[config.mk]
export PLATFORM = sky130hd
export DESIGN_NAME = alu_result_uart_tx_flat
export DESIGN_NICKNAME = d
export VERILOG_FILES = /design/src/rtl/alu_tx_pkg.sv /design/src/rtl/alu_result_uart_tx_if.sv /design/src/rtl/alu_tx_fifo.sv /design/src/rtl/alu_result_uart_tx.sv /design/src/flat_wrapper.sv
export SDC_FILE = /design/constraint.sdc
export NUM_CORES = 1
export LEC_CHECK = 0
export CORE_ASPECT_RATIO = 0.6
export CORE_MARGIN = 2
export CORE_UTILIZATION = 40
export CTS_BUF_LIST = sky130_fd_sc_hd__clkbuf_8
export DETAILED_ROUTE_END_ITERATION = 8
export PLACE_DENSITY = 0.61
export SYNTH_ARGS = -nofsm -noshare
export SYNTH_HDL_FRONTEND = slang
export SYNTH_SLANG_ARGS = --single-unit
[constraint.sdc]
create_clock -name clk -period 6.4 [get_ports clk]
set_input_delay 1.28 -clock clk [delete_from_list [all_inputs] [get_ports clk]]
set_output_delay 1.28 -clock clk [all_outputs]
set_load 0.02 [all_outputs]
[src/rtl/alu_tx_pkg.sv]
// Shared state encoding and line-level constants for the ALU result UART transmitter.
package alu_tx_pkg;
  localparam int   DATA_BITS = 8;
  localparam logic IDLE_LVL  = 1'b1;
  localparam logic START_LVL = 1'b0;

  typedef enum logic [2:0] {IDLE, START, DATA, STOP, PARITY} tx_state_e;
endpackage

[src/rtl/alu_result_uart_tx_if.sv]
// Valid/ready byte stream from the ALU result register into the UART transmitter.
interface alu_result_uart_tx_if;
  import alu_tx_pkg::*;

  logic [DATA_BITS-1:0] in_data;
  logic                 in_valid;
  logic                 in_ready;

  modport master (output in_data, output in_valid, input in_ready);
  modport slave  (input in_data, input in_valid, output in_ready);
endinterface

[src/rtl/alu_tx_fifo.sv]
// Small synchronous FIFO with occupancy count; registered storage, no bypass.
module alu_tx_fifo #(
  parameter int DEPTH = 4,
  parameter int WIDTH = 8
) (
  input  logic                     clk,
  input  logic                     rst,
  input  logic                     push,
  input  logic [WIDTH-1:0]         wr_data,
  input  logic                     pop,
  output logic [WIDTH-1:0]         rd_data,
  output logic                     full,
  output logic                     empty,
  output logic [$clog2(DEPTH):0]   level
);
  localparam int PW = $clog2(DEPTH);

  logic [WIDTH-1:0] mem_q [DEPTH];
  logic [PW-1:0]    wr_ptr_q, rd_ptr_q;
  logic [PW:0]      level_q;
  logic             do_push, do_pop;

  assign full    = (level_q == (PW+1)'(DEPTH));
  assign empty   = (level_q == '0);
  assign level   = level_q;
  assign rd_data = mem_q[rd_ptr_q];
  assign do_push = push && !full;
  assign do_pop  = pop && !empty;

  always_ff @(posedge clk) begin
    if (do_push) mem_q[wr_ptr_q] <= wr_data;
  end

  // Pointers are exactly PW bits wide, so DEPTH being a power of two gives the wrap for free.
  always_ff @(posedge clk) begin
    if (rst) begin
      wr_ptr_q <= '0;
      rd_ptr_q <= '0;
      level_q  <= '0;
    end else begin
      if (do_push) wr_ptr_q <= wr_ptr_q + 1'b1;
      if (do_pop)  rd_ptr_q <= rd_ptr_q + 1'b1;
      case ({do_push, do_pop})
        2'b10:   level_q <= level_q + 1'b1;
        2'b01:   level_q <= level_q - 1'b1;
        default: level_q <= level_q;
      endcase
    end
  end
endmodule

[src/rtl/alu_result_uart_tx.sv]
// Streams buffered ALU result bytes out as 8N1 UART frames.
// Define UART_PARITY_EN to insert an even-parity bit between the data bits and the stop bit.
module alu_result_uart_tx
  import alu_tx_pkg::*;
#(
  parameter int CLKS_PER_BIT = 16,
  parameter int DEPTH        = 4
) (
  input  logic                    clk,
  input  logic                    rst,
  alu_result_uart_tx_if.slave     in_if,
  output logic                    tx,
  output logic                    busy,
  output logic                    overflow,
  output logic [$clog2(DEPTH):0]  level
);
  localparam int BAUD_W = $clog2(CLKS_PER_BIT);
  localparam int BIT_W  = $clog2(DATA_BITS);

  tx_state_e              state_q;
  logic [BAUD_W-1:0]      baud_q;
  logic [BIT_W-1:0]       bit_q;
  logic [DATA_BITS-1:0]   shift_q;
  logic                   tx_q, tx_d;
  logic                   overflow_q;
  logic [DATA_BITS-1:0]   fifo_rd_data;
  logic                   fifo_full, fifo_empty, pop, baud_last;
`ifdef UART_PARITY_EN
  logic                   parity_q;
`endif

  alu_tx_fifo #(.DEPTH(DEPTH), .WIDTH(DATA_BITS)) u_fifo (
    .clk     (clk),
    .rst     (rst),
    .push    (in_if.in_valid),
    .wr_data (in_if.in_data),
    .pop     (pop),
    .rd_data (fifo_rd_data),
    .full    (fifo_full),
    .empty   (fifo_empty),
    .level   (level)
  );

  assign in_if.in_ready = !fifo_full;
  assign pop            = (state_q == IDLE) && !fifo_empty;
  assign baud_last      = (baud_q == BAUD_W'(CLKS_PER_BIT - 1));
  assign tx             = tx_q;
  assign overflow       = overflow_q;
  assign busy           = (state_q != IDLE) || (level != '0);

  // Line level follows the state one cycle later, so tx falls two edges after acceptance.
  always_comb begin
    tx_d = IDLE_LVL;
    case (state_q)
      START:   tx_d = START_LVL;
      DATA:    tx_d = shift_q[0];
`ifdef UART_PARITY_EN
      PARITY:  tx_d = parity_q;
`endif
      default: tx_d = IDLE_LVL;
    endcase
  end

  always_ff @(posedge clk) begin
    if (rst) begin
      state_q    <= IDLE;
      baud_q     <= '0;
      bit_q      <= '0;
      shift_q    <= '0;
      tx_q       <= IDLE_LVL;
      overflow_q <= 1'b0;
`ifdef UART_PARITY_EN
      parity_q   <= 1'b0;
`endif
    end else begin
      tx_q <= tx_d;
      if (in_if.in_valid && fifo_full) overflow_q <= 1'b1;
      baud_q <= baud_last ? '0 : baud_q + 1'b1;
      case (state_q)
        IDLE: begin
          baud_q <= '0;
          if (!fifo_empty) begin
            shift_q  <= fifo_rd_data;
            bit_q    <= '0;
`ifdef UART_PARITY_EN
            parity_q <= ^fifo_rd_data;
`endif
            state_q  <= START;
          end
        end
        START: if (baud_last) state_q <= DATA;
        DATA: begin
          if (baud_last) begin
            shift_q <= shift_q >> 1;
            if (bit_q == BIT_W'(DATA_BITS - 1)) begin
`ifdef UART_PARITY_EN
              state_q <= PARITY;
`else
              state_q <= STOP;
`endif
            end else begin
              bit_q <= bit_q + 1'b1;
            end
          end
        end
`ifdef UART_PARITY_EN
        PARITY: if (baud_last) state_q <= STOP;
`endif
        STOP: if (baud_last) state_q <= IDLE;
        default: state_q <= IDLE;
      endcase
    end
  end
endmodule

[src/flat_wrapper.sv]
// flat-port wrapper written by rule: the top's interface ports become plain ports
module alu_result_uart_tx_flat import alu_tx_pkg::*;
#(
  parameter int CLKS_PER_BIT = 16,
  parameter int DEPTH        = 4
)
  (clk, rst, tx, busy, overflow, level, in_if_in_data, in_if_in_valid, in_if_in_ready);
  alu_result_uart_tx_if in_if_i ();
  input  logic clk;
  input  logic rst;
  output logic tx;
  output logic busy;
  output logic overflow;
  output logic [$clog2(DEPTH):0] level;
  input wire logic [$bits(in_if_i.in_data)-1:0] in_if_in_data;
  input wire logic [$bits(in_if_i.in_valid)-1:0] in_if_in_valid;
  output wire logic [$bits(in_if_i.in_ready)-1:0] in_if_in_ready;
  assign in_if_i.in_data = in_if_in_data;
  assign in_if_i.in_valid = in_if_in_valid;
  assign in_if_in_ready = in_if_i.in_ready;
  alu_result_uart_tx #(.CLKS_PER_BIT(CLKS_PER_BIT), .DEPTH(DEPTH)) u_core (.clk(clk), .rst(rst), .in_if(in_if_i), .tx(tx), .busy(busy), .overflow(overflow), .level(level));
endmodule
==> reports/qor.txt <==
first-pass GRT wire length: 7160 um
wire length per cell: 14.2 um
htree depth: 3
final-report hold violation count: 0
worst path arrival time: 2.22 ns
IO Port Bufs: 17
most common cell after layout, fill and taps aside: edfxtp_1
synth warn: 0
via count: 1494
Max VDD drop: 0.158 mV
# diodes: 0
setup_tns: 0 ns
vias in the first global route: 1460
DR top layer: met4
Synth Register Bits: 60
global-route usage over all layers: 13.8%
EDFF count, synth: 32
Die X: 107 um
area grow syn2layout: 17.0%
number of max-cap violations: 0
die footprint: 7080 um^2
# clock sinks: 60
met3 wire len: 180 um
Detailed Place HPWL: 2910 um
DRC violations left: 0
CP Data Required Time: 5.12 ns
later-pin clock latency in the skew report: 0.33 ns
Avg Vias per Cell: 4.98
asr flop ratio synth: 0%
most frequent cells in the layout: 32 x edfxtp_1, 28 x dfxtp_1, 23 x nor2_1
HP Class: register to register
WS Path Type: register to output pin
Worst Slack Setup Final: 2.90 ns
Final min period: 3.50 ns
total setup buffers inserted after CTS: 0
fin crit share: 54.7%
Core ar.: 6140 um^2
final std cells w/o fill: 300
wl on met1: 2310 um
P_leak: 1.11 nW
CTS buffer count: 9
Synth Flop Type: edfxtp_1
Slew Limit Fails: 0
Cell variety after synth: 41
first-pass iteration count of the detailed router: 5
largest net degree at the start of global routing: 27
clk root buf: clkbuf_8
crit start category: register
CP max FO: 7
Synth Cell Area: 2560 um^2
row count: 22
Die Ht: 66.0 um
maximum clock rate: 286 MHz
clk buf depth: 2
I/O pins: 18
sequential area share after synthesis: 59.4%
final setup skew: 0.00518 ns
crit end category: output pin
hold-fix buffers at CTS: 0
Mean Syn Cell Area: 13.5 um^2
Slew @ Worst Pin: 0.963 ns
Final nets: 235
Post-Syn Instances: 190
syn_nets: 214
PwrDens: 458 nW/um^2
status: complete, no violations
wirelength, routed: 4260 um
DP Cell Count: 284
Slew HR: 35.6%
unrepaired setup endpoints after global routing: false
TritonCTS clock tree: done
met2 wire length: 1750 um
worst hold slack: 0.446 ns
total congestion overflow: 0
Finish-stage setup viols: 0
initial antenna violation count: 0
Routed Antenna Nets: 0
Iter 0 DRT Violations: 56
clock slew at reported path FFs: 0.07 ns
pre-CTS WS: 2.99 ns
Initial Utilization: 41.7%
layout cells sized above 1: 17.6%
CTS resizes: 0
Placer Congestion: 0.710
==> area by class of cell <==
type / count / area [um^2]
fill: 543 / 3140
sequential: 60 / 1520
multi-input combinational: 113 / 956
timing repair buffer: 17 / 170
clock buffer: 9 / 124
tap: 84 / 105
clock inverter: 7 / 76.3
inverter: 10 / 42.5
==> routing by layer <==
layer	up-vias	global-route usage [%]
met4	0	4.38
met5	-	0
li1	742	-
met3	4	6.21
met2	21	19.1
met1	727	19.1
==> state kept, by name, indices dropped and copies added, names as in the netlist, named ones only <==
signal / cells
u_core.state_q: 2
u_core.u_fifo.wr_ptr_q: 2
u_core.u_fifo.rd_ptr_q: 2
u_core.u_fifo.level: 3
u_core.baud_q: 4
u_core.u_fifo.mem_q: 32
u_core.overflow: 1
u_core.tx: 1
u_core.bit_q: 3
u_core.shift_q: 8
==> final timing paths <==
check / startpoint / to / slack (ns) / cells after the start
max: u_core.state_q[0] / busy / 2.90 / 5
min: u_core.baud_q[0] / u_core.baud_q[0] / 0.45 / 1
max reg2reg: u_core.u_fifo.level[2] / u_core.u_fifo.level[2] / 3.82 / 9
min reg2reg: u_core.baud_q[0] / u_core.baud_q[0] / 0.45 / 1
==> kinds of logic (layout without fill, tap and decap cells) <==
family                     count (synthesis)  after routing  synth area share [%]
DFF                                       60             60                  59.4
and+or+nand+nor                           51             51                  11.0
AOI/OAI and AO/OA                         26             26                  7.13
buffers and inverters                     17             43                  3.27
muxes                                     16             16                  10.2
adders and majority gates                 13             13                  6.64
xor gates and xnor gates                   7              7                  2.39
==> critical path, stage by stage (launching register included) <==
cell and delay, ns:
dfxtp_1 0.35, inv_1 0.09, ha_1 0.33, nor4b_4 0.45, inv_1 0.12, clkdlybuf4s50_1 0.56
==> Yosys cell counts (all sizes together), types with 4 or more instances <==
cell / count / area, um^2
edfxtp: 32 / 961
dfxtp: 28 / 561
nor2: 23 / 86.3
ha: 12 / 150
inv: 9 / 33.8
mux2i: 8 / 80.1
mux4: 8 / 180
a211oi: 7 / 57.6
a21oi: 7 / 42.5
and3: 5 / 36.3
nand2: 5 / 21.3
o21ai: 5 / 25.0
clkbuf: 4 / 15.0
xor2: 4 / 35.0
==> where the power goes <==
group | internal [W] | total [W] | switching, W
clock | 0.000181 | 0.000336 | 0.000155
combinational | 0.000227 | 0.000490 | 0.000264
sequential | 0.000481 | 0.000544 | 0.0000625
total | 0.000889 | 0.00137 | 0.000481
==> through the flow <==
stage | total power (W) | cell area, um^2 | utilization (%)
6_report | 0.00137 | 3000 | 48.8
5_1_grt | 0.00147 | 3000 | 48.8
4_1_cts | 0.00139 | 3000 | 48.8
3_5_place_dp | 0.00105 | 2800 | 45.5
3_3_place_gp | 0.00104 | 2800 | 45.5
2_1_floorplan | 0.000935 | 2560 | -
Note: power is estimated with default switching activity, not from simulation.
